**config.mk**
```make
export PLATFORM = sky130hd
export DESIGN_NAME = multicycle_controller_flat
export DESIGN_NICKNAME = d
export VERILOG_FILES = /design/src/rtl/multicycle_controller_if.sv /design/src/rtl/multicycle_controller.sv /design/src/flat_wrapper.sv
export SDC_FILE = /design/constraint.sdc
export NUM_CORES = 1
export LEC_CHECK = 0
export ABC_AREA = 1
export BUFFER_PORTS_ARGS = -buffer_cell sky130_fd_sc_hd__buf_2
export CORE_ASPECT_RATIO = 1.1
export CORE_MARGIN = 8
export CORE_UTILIZATION = 39
export DETAILED_ROUTE_END_ITERATION = 6
export MAX_ROUTING_LAYER = met4
export PLACE_DENSITY = 0.73
export SLEW_MARGIN = 20
export SYNTH_ARGS = -nofsm -noshare
export SYNTH_HDL_FRONTEND = slang
export SYNTH_SLANG_ARGS = --single-unit
```
**constraint.sdc**
```tcl
create_clock -name clk -period 0.9 [get_ports clk]
set_input_delay 0.045 -clock clk [delete_from_list [all_inputs] [get_ports clk]]
set_output_delay 0.045 -clock clk [all_outputs]
set_load 0.1 [all_outputs]
```
**src/rtl/multicycle_controller_if.sv**
```systemverilog
// Control bundle between the multicycle controller and the RV32I datapath.
// The controller is the master: it reads the latched instruction fields and
// the ALU zero flag, and drives every datapath enable and mux select.
interface multicycle_controller_if;
  logic [6:0] op;
  logic [2:0] funct3;
  logic       funct7b5;
  logic       Zero;

  logic       PCWrite;
  logic       AdrSrc;
  logic       MemWrite;
  logic       IRWrite;
  logic       RegWrite;
  logic [1:0] ResultSrc;
  logic [1:0] ALUSrcA;
  logic [1:0] ALUSrcB;
  logic [2:0] ImmSrc;
  logic [2:0] ALUControl;
  logic       Illegal;

  modport master (
    input  op, funct3, funct7b5, Zero,
    output PCWrite, AdrSrc, MemWrite, IRWrite, RegWrite,
           ResultSrc, ALUSrcA, ALUSrcB, ImmSrc, ALUControl, Illegal
  );

  modport slave (
    output op, funct3, funct7b5, Zero,
    input  PCWrite, AdrSrc, MemWrite, IRWrite, RegWrite,
           ResultSrc, ALUSrcA, ALUSrcB, ImmSrc, ALUControl, Illegal
  );
endinterface

```
**src/rtl/multicycle_controller.sv**
```systemverilog
// Main control FSM of the multicycle RV32I core.
//
// state     | meaning
// ----------+-----------------------------------------------------------
// FETCH     | read instruction at PC, latch IR/OldPC, PC <= PC+4
// DECODE    | ALUOut <= OldPC+imm (branch/jump target), pick next path
// MEMADR    | ALUOut <= rs1+imm (load/store address)
// MEMREAD   | memory read at ALUOut
// MEMWB     | rd <= loaded data
// MEMWRITE  | memory write at ALUOut
// EXECR     | ALUOut <= rs1 op rs2
// EXECI     | ALUOut <= rs1 op imm
// ALUWB     | rd <= ALUOut
// BRANCH    | compare rs1-rs2, PC <= ALUOut when taken
// JAL       | PC <= ALUOut (target), ALUOut <= OldPC+4 for the link
// TRAP      | unsupported instruction; frozen until reset
module multicycle_controller (
  input  logic clk,
  input  logic rst_n,
  multicycle_controller_if.master bus
);

  typedef enum logic [3:0] {
    S_FETCH, S_DECODE, S_MEMADR, S_MEMREAD, S_MEMWB, S_MEMWRITE,
    S_EXECR, S_EXECI, S_ALUWB, S_BRANCH, S_JAL, S_TRAP
  } state_t;

  localparam logic [6:0] OP_LOAD   = 7'b0000011;
  localparam logic [6:0] OP_STORE  = 7'b0100011;
  localparam logic [6:0] OP_RTYPE  = 7'b0110011;
  localparam logic [6:0] OP_ITYPE  = 7'b0010011;
  localparam logic [6:0] OP_BRANCH = 7'b1100011;
  localparam logic [6:0] OP_JAL    = 7'b1101111;

  localparam logic [2:0] ALU_ADD = 3'b000;
  localparam logic [2:0] ALU_SUB = 3'b001;
  localparam logic [2:0] ALU_AND = 3'b010;
  localparam logic [2:0] ALU_OR  = 3'b011;
  localparam logic [2:0] ALU_XOR = 3'b100;
  localparam logic [2:0] ALU_SLL = 3'b101;
  localparam logic [2:0] ALU_SRL = 3'b110;
  localparam logic [2:0] ALU_SRA = 3'b111;

  state_t     state, state_next;

  logic       alu_funct_ok;
  logic       branch_funct_ok;
  logic       taken;
  logic [2:0] alu_decoded;

  logic       pc_update;
  logic       branch_en;
  logic       adr_src;
  logic       mem_write;
  logic       ir_write;
  logic       reg_write;
  logic [1:0] result_src;
  logic [1:0] alu_src_a;
  logic [1:0] alu_src_b;
  logic [2:0] alu_control;
  logic [2:0] imm_src;

  // State register; reset parks the FSM in FETCH, which also clears Illegal.
  always_ff @(posedge clk or negedge rst_n) begin
    if (!rst_n) state <= S_FETCH;
    else        state <= state_next;
  end

  // Which function codes the ALU path and the branch unit can execute.
  // slt/sltu have no ALU encoding; only beq/bne are implemented.
  always_comb begin
    alu_funct_ok    = (bus.funct3 != 3'b010) && (bus.funct3 != 3'b011);
    branch_funct_ok = (bus.funct3 == 3'b000) || (bus.funct3 == 3'b001);
  end

  // ALU operation for EXECR/EXECI. Only R-type may select sub, so addi with
  // a negative immediate (bit 30 set) still adds.
  always_comb begin
    alu_decoded = ALU_ADD;
    unique case (bus.funct3)
      3'b000:  alu_decoded = ((bus.op == OP_RTYPE) && bus.funct7b5) ? ALU_SUB : ALU_ADD;
      3'b001:  alu_decoded = ALU_SLL;
      3'b100:  alu_decoded = ALU_XOR;
      3'b101:  alu_decoded = bus.funct7b5 ? ALU_SRA : ALU_SRL;
      3'b110:  alu_decoded = ALU_OR;
      3'b111:  alu_decoded = ALU_AND;
      default: alu_decoded = ALU_ADD;
    endcase
  end

  // Branch condition, evaluated on the live Zero flag while in BRANCH.
  always_comb begin
    taken = 1'b0;
    if (bus.funct3 == 3'b000)      taken = bus.Zero;
    else if (bus.funct3 == 3'b001) taken = !bus.Zero;
  end

  // Immediate format follows the opcode in every state.
  always_comb begin
    imm_src = 3'b000;
    unique case (bus.op)
      OP_STORE:  imm_src = 3'b001;
      OP_BRANCH: imm_src = 3'b010;
      OP_JAL:    imm_src = 3'b011;
      default:   imm_src = 3'b000;
    endcase
  end

  // Next-state and Moore outputs per state; everything not set stays 0.
  always_comb begin
    state_next  = state;
    pc_update   = 1'b0;
    branch_en   = 1'b0;
    adr_src     = 1'b0;
    mem_write   = 1'b0;
    ir_write    = 1'b0;
    reg_write   = 1'b0;
    result_src  = 2'b00;
    alu_src_a   = 2'b00;
    alu_src_b   = 2'b00;
    alu_control = ALU_ADD;

    unique case (state)
      S_FETCH: begin
        ir_write   = 1'b1;
        alu_src_b  = 2'b10;
        result_src = 2'b10;
        pc_update  = 1'b1;
        state_next = S_DECODE;
      end
      S_DECODE: begin
        alu_src_a = 2'b01;
        alu_src_b = 2'b01;
        unique case (bus.op)
          OP_LOAD, OP_STORE: state_next = S_MEMADR;
          OP_RTYPE:          state_next = alu_funct_ok ? S_EXECR : S_TRAP;
          OP_ITYPE:          state_next = alu_funct_ok ? S_EXECI : S_TRAP;
          OP_BRANCH:         state_next = branch_funct_ok ? S_BRANCH : S_TRAP;
          OP_JAL:            state_next = S_JAL;
          default:           state_next = S_TRAP;
        endcase
      end
      S_MEMADR: begin
        alu_src_a  = 2'b10;
        alu_src_b  = 2'b01;
        state_next = (bus.op == OP_LOAD) ? S_MEMREAD : S_MEMWRITE;
      end
      S_MEMREAD: begin
        adr_src    = 1'b1;
        state_next = S_MEMWB;
      end
      S_MEMWB: begin
        result_src = 2'b01;
        reg_write  = 1'b1;
        state_next = S_FETCH;
      end
      S_MEMWRITE: begin
        adr_src    = 1'b1;
        mem_write  = 1'b1;
        state_next = S_FETCH;
      end
      S_EXECR: begin
        alu_src_a   = 2'b10;
        alu_control = alu_decoded;
        state_next  = S_ALUWB;
      end
      S_EXECI: begin
        alu_src_a   = 2'b10;
        alu_src_b   = 2'b01;
        alu_control = alu_decoded;
        state_next  = S_ALUWB;
      end
      S_ALUWB: begin
        reg_write  = 1'b1;
        state_next = S_FETCH;
      end
      S_BRANCH: begin
        alu_src_a   = 2'b10;
        alu_control = ALU_SUB;
        branch_en   = 1'b1;
        state_next  = S_FETCH;
      end
      S_JAL: begin
        alu_src_a  = 2'b01;
        alu_src_b  = 2'b10;
        pc_update  = 1'b1;
        state_next = S_ALUWB;
      end
      S_TRAP: begin
        state_next = S_TRAP;
      end
      default: begin
        state_next = S_FETCH;
      end
    endcase
  end

  // Write enables are gated by rst_n so nothing writes while reset is held,
  // even though the parked FETCH state would otherwise request a fetch.
  always_comb begin
    bus.PCWrite    = rst_n & (pc_update | (branch_en & taken));
    bus.IRWrite    = rst_n & ir_write;
    bus.MemWrite   = rst_n & mem_write;
    bus.RegWrite   = rst_n & reg_write;
    bus.AdrSrc     = adr_src;
    bus.ResultSrc  = result_src;
    bus.ALUSrcA    = alu_src_a;
    bus.ALUSrcB    = alu_src_b;
    bus.ALUControl = alu_control;
    bus.ImmSrc     = imm_src;
    bus.Illegal    = (state == S_TRAP);
  end

endmodule

```
**src/flat_wrapper.sv**
```systemverilog
// flat-port wrapper written by rule: the top's interface ports become plain ports
module multicycle_controller_flat 
  (clk, rst_n, bus_op, bus_funct3, bus_funct7b5, bus_Zero, bus_PCWrite, bus_AdrSrc, bus_MemWrite, bus_IRWrite, bus_RegWrite, bus_ResultSrc, bus_ALUSrcA, bus_ALUSrcB, bus_ImmSrc, bus_ALUControl, bus_Illegal);
  multicycle_controller_if bus_i ();
  input  logic clk;
  input  logic rst_n;
  input wire logic [$bits(bus_i.op)-1:0] bus_op;
  input wire logic [$bits(bus_i.funct3)-1:0] bus_funct3;
  input wire logic [$bits(bus_i.funct7b5)-1:0] bus_funct7b5;
  input wire logic [$bits(bus_i.Zero)-1:0] bus_Zero;
  output wire logic [$bits(bus_i.PCWrite)-1:0] bus_PCWrite;
  output wire logic [$bits(bus_i.AdrSrc)-1:0] bus_AdrSrc;
  output wire logic [$bits(bus_i.MemWrite)-1:0] bus_MemWrite;
  output wire logic [$bits(bus_i.IRWrite)-1:0] bus_IRWrite;
  output wire logic [$bits(bus_i.RegWrite)-1:0] bus_RegWrite;
  output wire logic [$bits(bus_i.ResultSrc)-1:0] bus_ResultSrc;
  output wire logic [$bits(bus_i.ALUSrcA)-1:0] bus_ALUSrcA;
  output wire logic [$bits(bus_i.ALUSrcB)-1:0] bus_ALUSrcB;
  output wire logic [$bits(bus_i.ImmSrc)-1:0] bus_ImmSrc;
  output wire logic [$bits(bus_i.ALUControl)-1:0] bus_ALUControl;
  output wire logic [$bits(bus_i.Illegal)-1:0] bus_Illegal;
  assign bus_i.op = bus_op;
  assign bus_i.funct3 = bus_funct3;
  assign bus_i.funct7b5 = bus_funct7b5;
  assign bus_i.Zero = bus_Zero;
  assign bus_PCWrite = bus_i.PCWrite;
  assign bus_AdrSrc = bus_i.AdrSrc;
  assign bus_MemWrite = bus_i.MemWrite;
  assign bus_IRWrite = bus_i.IRWrite;
  assign bus_RegWrite = bus_i.RegWrite;
  assign bus_ResultSrc = bus_i.ResultSrc;
  assign bus_ALUSrcA = bus_i.ALUSrcA;
  assign bus_ALUSrcB = bus_i.ALUSrcB;
  assign bus_ImmSrc = bus_i.ImmSrc;
  assign bus_ALUControl = bus_i.ALUControl;
  assign bus_Illegal = bus_i.Illegal;
  multicycle_controller u_core (.clk(clk), .rst_n(rst_n), .bus(bus_i));
endmodule
```
==> flow_summary.json, run 1 <==
{
  "place_hpwl_mm": 2.82,
  "syn_nets": 124,
  "dieHeight_um": 57.5,
  "synth_top_family_by_area": "simple AND/OR/NAND/NOR gates",
  "yosysTopAreaCellShare": 0.164,
  "portBuffers": 30,
  "synth_xor_xnor_area_share": 0,
  "synthCells": 110,
  "syn_area_um2": 611,
  "seq_area_frac_synth": 0.164,
  "yosys_warnings": 0,
  "place_area_um2": 1450,
  "ys_ff_latch": 4,
  "place_congestion": 0.820,
  "row_count": 15,
  "synth_top_area_cell": "dfrtp_1",
  "ctsResizeCount": 40,
  "haltStage": "4_1_cts",
  "die-width_um": 53.7,
  "avgSynthCellArea_um2": 5.55,
  "clock-root-buffer": "clkbuf_4",
  "cts.sinks": 4,
  "status": "did not finish",
  "yosys.area_share.simple": 0.551,
  "toolErrorMsg": "[ERROR DPL-0038] Utilization greater than 100%, impossible to legalize",
  "yosys-mux-area-fraction": 0,
  "holdBufCountCts": 1,
  "yosysUniqueCellTypes": 19,
  "cts_setup_buffers": 8,
  "synthAdderAreaFrac": 0,
  "initial_core_util": 0.402,
  "synth.area.top_cells": "dfrtp_1 (16%), nand2_1 (14%), nand3_1 (9.8%), inv_1 (9.8%), nor2_1 (9.2%)",
  "synth-compound-area-share": 0.125,
  "io_pins": 32,
  "h-tree-depth": 1,
  "clk_path_buf_depth": 2,
  "place_ws_ns": -0.395,
  "cts_buffers": 3
}
[metrics by stage]
step | utilization | instances
3_5_place_dp | 0.952 | 188
3_3_place_gp | 0.952 | 188
2_1_floorplan | - | 110
[cell usage after synthesis (all sizes together)]
library cell and count:
nand2 26, buf 1, inv 23, dfrtp 4, nor2 27, nand3 12, o21ai 4, nand4 4
a211oi 3, o211ai 1, conb 1, a21oi 3, a21o 1
[cell families after synthesis]
family	count (synthesis)
simple gates	69
buf+inv	24
compound gates	12
flops	4
other cells	1
==> inputs of run 2 (changes only) <==
--- a/config.mk
+++ b/config.mk
@@ -7,12 +7,10 @@
 export LEC_CHECK = 0
 export ABC_AREA = 1
 export BUFFER_PORTS_ARGS = -buffer_cell sky130_fd_sc_hd__buf_2
-export CORE_ASPECT_RATIO = 1.1
-export CORE_MARGIN = 8
-export CORE_UTILIZATION = 39
+export CORE_AREA = 8 8 69 71
 export DETAILED_ROUTE_END_ITERATION = 6
-export MAX_ROUTING_LAYER = met4
-export PLACE_DENSITY = 0.73
+export DIE_AREA = 0 0 77 79
+export PLACE_DENSITY_LB_ADDON = 0.15
 export SLEW_MARGIN = 20
 export SYNTH_ARGS = -nofsm -noshare
 export SYNTH_HDL_FRONTEND = slang
==> constraint.sdc (replaced) <==
create_clock -name clk -period 1.15 [get_ports clk]
set_input_delay 0.0575 -clock clk [delete_from_list [all_inputs] [get_ports clk]]
set_output_delay 0.0575 -clock clk [all_outputs]
set_load 0.1 [all_outputs]
==> flow_summary.json, run 2 <==
{
  "seq_area_frac_synth": 0.164,
  "wire_per_inst_um": 10.6,
  "cp_cell_sequence": "inv_2 > nand2_2 > nor2_4 > inv_2 > a211oi_4 > buf_12",
  "final.period_utilization": 1.27,
  "worstReg2RegStart": "u_core.state[3]",
  "final_cell_mix": "buf_12 (17), buf_4 (17), nand2_1 (16)",
  "worstSetupEndpointType": "primary output",
  "max_freq_mhz": 683,
  "antenna_cells": 0,
  "cp_top_family": "flip-flops",
  "layout-drive-gt1-share": 0.578,
  "cp_slowest_stage_delay_ns": 0.39,
  "core_area_um2": 3800,
  "required_ns": 1.09,
  "path_depth": 6,
  "syn_nets": 124,
  "synth_edf_count": 0,
  "area_delta_synth_final_pct": 129,
  "synth_common_cells": "nand2_1 (23), inv_1 (16), nor2_1 (15), nand3_1 (12), nor2_2 (9)",
  "violations": "negative setup slack",
  "totalPowerFinal_mw": 4.10,
  "place_congestion": 0.809,
  "grt_overflow": 0,
  "ant_nets": 0,
  "status": "finished, violations left",
  "synthCells": 110,
  "grt_usage": 0.0791,
  "grt_pass1_wl_mm": 4.02,
  "io_pins": 32,
  "place_hpwl_mm": 2.01,
  "synthArstFlopShare": 1.00,
  "finalHoldViolations": 0,
  "ys.flop_type": "dfrtp_1",
  "largest_reg_flops": 4,
  "antenna_found_initial": 0,
  "worstHoldPathType": "input pin to async pin",
  "fin_nets": 176,
  "synth.area.top_cells": "dfrtp_1 (16%), nand2_1 (14%), nand3_1 (9.8%), inv_1 (9.8%), nor2_1 (9.2%)",
  "ys_ff_latch": 4,
  "cp_max_fo": 4,
  "drc": 0,
  "dp.cells": 205,
  "worstSetupEndpoint": "bus_ALUControl[1]",
  "reg2regPathDepth": 8,
  "p_leak_nw": 0.632,
  "clock-root-buffer": "clkbuf_8",
  "maxCapViolCount": 0,
  "via_count": 850,
  "clk_path_buf_depth": 2,
  "portBuffers": 30,
  "h-tree-depth": 1,
  "cpMostUsedCell": "inv_2",
  "crit_start": "u_core.state[3]",
  "yosysTopAreaCellShare": 0.164,
  "power.density_nw_per_um2": 2940,
  "place_area_um2": 1320,
  "cts.sinks": 4,
  "synth.most_common_cell": "nand2_1",
  "cp_slowest_cell": "dfrtp_1",
  "cts_buffers": 3,
  "reg2reg_to": "u_core.state[3]",
  "fin_cells": 211,
  "yosysUniqueCellTypes": 19,
  "viasPerCell": 4.03,
  "finalClockSkew_ns": 0.00301,
  "dieHeight_um": 79,
  "fin_crit_ns": 1.46,
  "maxSlewViolCount": 0,
  "synth_top_area_cell": "dfrtp_1",
  "top_register": "u_core.state",
  "grt_pass1_vias": 937,
  "syn_area_um2": 611,
  "cp.arrival_ns": 1.41,
  "r2r_setup_slack_ns": -0.12,
  "timing.final.ws_setup_ns": -0.314,
  "critical_path_buf_inv_count": 3,
  "die-width_um": 77,
  "insertion_delay_ns": 0.21,
  "dr.first_iter.drc_count": 14,
  "die-area_um2": 6080,
  "drtPass1Iterations": 4,
  "cp-start-kind": "register",
  "fin_area_um2": 1400,
  "grt_setup_unrepaired": "yes",
  "avgSynthCellArea_um2": 5.55,
  "ir_worst_vdd_uv": 694,
  "drt-total-wl_mm": 2.24,
  "setup_viol": 18,
  "grt_max_degree": 7,
  "cts_tree": "done",
  "path_clk_slew_ns": 0.03,
  "row_count": 23,
  "crit_type": "register to primary output",
  "initial_core_util": 0.161,
  "largestRegisters": "u_core.state: 4 flops",
  "yosys_warnings": 0
}
run 2: cell counts after synthesis:
No cell type changed its count.
run 2: layer usage:
metal / wire length, um / part of all wire / track usage / vias up
met2: 1110 / 0.50 / 0.144 / 26
met1: 969 / 0.43 / 0.0829 / 372
met4: 56 / 0.025 / 0.0358 / 0
met3: 101 / 0.045 / 0.0226 / 6
met5: 0 / 0 / 0 / -
li1: - / - / - / 446
run 2: stage by stage:
step | hold WS [ns] | TNS (ns) | setup WS (ns) | util
finish | 0.219 | -3.90 | -0.314 | 0.368
global route | 0.246 | -5.42 | -0.382 | 0.368
CTS | 0.228 | -4.12 | -0.314 | 0.367
detailed placement | -0.123 | -0.828 | -0.108 | 0.347
global placement | -0.124 | -0.699 | -0.100 | 0.347
floorplan | -0.238 | -5.34 | -0.929 | -
run 2: area by class of cell:
type	count	area, um2
tap	50	62.6
inverter	23	90.1
sequential	4	101
multi-input combinational	82	556
clock buffer	4	45.0
fill	421	2400
timing repair buffer	48	543
run 2: power breakdown:
part	total, mW	switching, mW	internal (mW)
Combinational	3.51	2.26	1.25
Clock	0.308	0.0718	0.237
Sequential	0.284	0.0782	0.205
Total	4.10	2.41	1.69
run 2: how the worst min path moves through the flow:
stage	startpoint	endpoint
after floorplan	rst_n	u_core.state[0]
after global placement	rst_n	u_core.state[3]
after detailed placement	rst_n	u_core.state[3]
after CTS	rst_n	u_core.state[3]
after global routing	rst_n	u_core.state[3]
final	rst_n	u_core.state[3]
run 2: kinds of logic after synthesis:
family | after synthesis | share of synthesized area
other | 1 | 0.00614
AND/OR/NAND/NOR | 69 | 0.551
buffers and inverters | 24 | 0.154
AO/OA/AOI/OAI | 12 | 0.125
flip-flops | 4 | 0.164
run 2: repair_timing:
item,in CTS,in global routing
setup endpoints to repair,18,19
setup buffers,1,0
pin swaps,2,1
hold endpoints to repair,4,0
resized for setup,3,1
hold buffers,1,0
Note: power is estimated with default switching activity, not from simulation.
==> inputs of run 3 (changes only) <==
--- a/config.mk
+++ b/config.mk
@@ -10,6 +10,7 @@
 export CORE_AREA = 8 8 69 71
 export DETAILED_ROUTE_END_ITERATION = 6
 export DIE_AREA = 0 0 77 79
+export MAX_ROUTING_LAYER = met4
 export PLACE_DENSITY_LB_ADDON = 0.15
 export SLEW_MARGIN = 20
 export SYNTH_ARGS = -nofsm -noshare
==> flow_summary.json, run 3 (same netlist as run 2, synthesis figures left out) <==
{
  "status": "finished, violations left",
  "violations": "negative setup slack",
  "reg2regPathDepth": 8,
  "worstSetupEndpointType": "primary output",
  "area_delta_synth_final_pct": 129,
  "die-width_um": 77,
  "crit_type": "register to primary output",
  "via_count": 850,
  "dieHeight_um": 79,
  "antenna_found_initial": 0,
  "place_area_um2": 1320,
  "grt_pass1_vias": 936,
  "layout-drive-gt1-share": 0.578,
  "maxSlewViolCount": 0,
  "fin_cells": 211,
  "worstHoldPathType": "input pin to async pin",
  "largestRegisters": "u_core.state: 4 flops",
  "die-area_um2": 6080,
  "maxCapViolCount": 0,
  "viasPerCell": 4.03,
  "final_cell_mix": "buf_12 (17), buf_4 (17), nand2_1 (16)",
  "grt_setup_unrepaired": "yes",
  "ant_nets": 0,
  "cp-start-kind": "register",
  "place_ws_ns": -0.108,
  "insertion_delay_ns": 0.21,
  "drtPass1Iterations": 4,
  "required_ns": 1.09,
  "dp.cells": 205,
  "finalHoldViolations": 0,
  "path_depth": 6,
  "place_hpwl_mm": 2.01,
  "final.period_utilization": 1.27,
  "drc": 0,
  "cp.arrival_ns": 1.41,
  "cp_cell_sequence": "inv_2 > nand2_2 > nor2_4 > inv_2 > a211oi_4 > buf_12",
  "timing.final.ws_setup_ns": -0.314,
  "clk_path_buf_depth": 2,
  "place_congestion": 0.820,
  "ir_worst_vdd_uv": 694,
  "row_count": 23,
  "grt_usage": 0.0814,
  "grt_overflow": 0,
  "clock-root-buffer": "clkbuf_8",
  "drt-total-wl_mm": 2.23,
  "antenna_cells": 0,
  "cp_slowest_stage_delay_ns": 0.39,
  "top_register": "u_core.state",
  "portBuffers": 30,
  "final_util": 0.368,
  "cpMostUsedCell": "inv_2",
  "path_clk_slew_ns": 0.03,
  "fin_area_um2": 1400,
  "critical_path_buf_inv_count": 3,
  "cts_buffers": 3,
  "cp_top_family": "flip-flops",
  "h-tree-depth": 1,
  "core_area_um2": 3800,
  "initial_core_util": 0.161,
  "largest_reg_flops": 4,
  "p_leak_nw": 0.632,
  "cp_slowest_cell": "dfrtp_1",
  "dr.first_iter.drc_count": 12,
  "setup_viol": 18,
  "grt_pass1_wl_mm": 4.02,
  "grt_max_degree": 7,
  "cts.sinks": 4,
  "wire_per_inst_um": 10.6,
  "finalClockSkew_ns": 0.00301,
  "fin_crit_ns": 1.46,
  "timing.hold.ws_ns": 0.219,
  "io_pins": 32,
  "power.density_nw_per_um2": 2940,
  "cts_tree": "done",
  "fin_nets": 176,
  "max_freq_mhz": 683,
  "cp_max_fo": 4
}
==> run 3: cell counts in the layout (fill, tap and decap cells not counted) <==
No cell type changed its count.
==> run 3: timing repair <==
action	CTS	global route
buffers inserted	1	0
gates resized for setup	3	1
hold endpoints to repair	4	0
hold buffers	1	0
pin swaps	2	1
setup endpoints to repair	18	19
==> run 3: final timing paths <==
kind,startpoint,to,slack [ns]
setup / recovery,u_core.state[3],bus_ALUControl[1],-0.31
hold reg to reg,u_core.state[1],u_core.state[2],0.68
min in group clk,bus_funct3[2],u_core.state[1],0.23
hold / removal,rst_n,u_core.state[3],0.22
max in group asynchronous,rst_n,u_core.state[0],0.75
setup reg to reg,u_core.state[3],u_core.state[3],-0.12
==> run 3: area by class of cell <==
class	instances	area, um2
well taps	50	62.6
flip-flops and latches	4	101
inverters	23	90.1
multi-input cells	82	556
fillers	421	2400
repair buffers	48	543
clock buffers	4	45.0
==> run 3: metrics by stage <==
step / TNS [ns] / power, mW
final: -3.91 / 4.11
after CTS: -4.12 / 4.14
after global routing: -5.42 / 4.33
after detailed placement: -0.828 / 3.79
after floorplan: -5.34 / 2.45
after global placement: -0.699 / 3.78
==> run 3: where the power goes <==
part / internal (mW) / switching [mW] / total, mW / leakage, nW
combinational: 1.25 / 2.26 / 3.51 / 0.560
clock: 0.237 / 0.0718 / 0.308 / 0.0228
sequential: 0.205 / 0.0782 / 0.283 / 0.0498
==> run 3: metal layers <==
| layer | GRT usage | vias up | routed length (um) |
|---|---|---|---|
| li1 | - | 447 | - |
| met3 | 0.0169 | 6 | 68 |
| met4 | 0.0358 | 0 | 56 |
| met1 | 0.0862 | 371 | 1000 |
| met5 | - | - | 0 |
| met2 | 0.144 | 26 | 1110 |
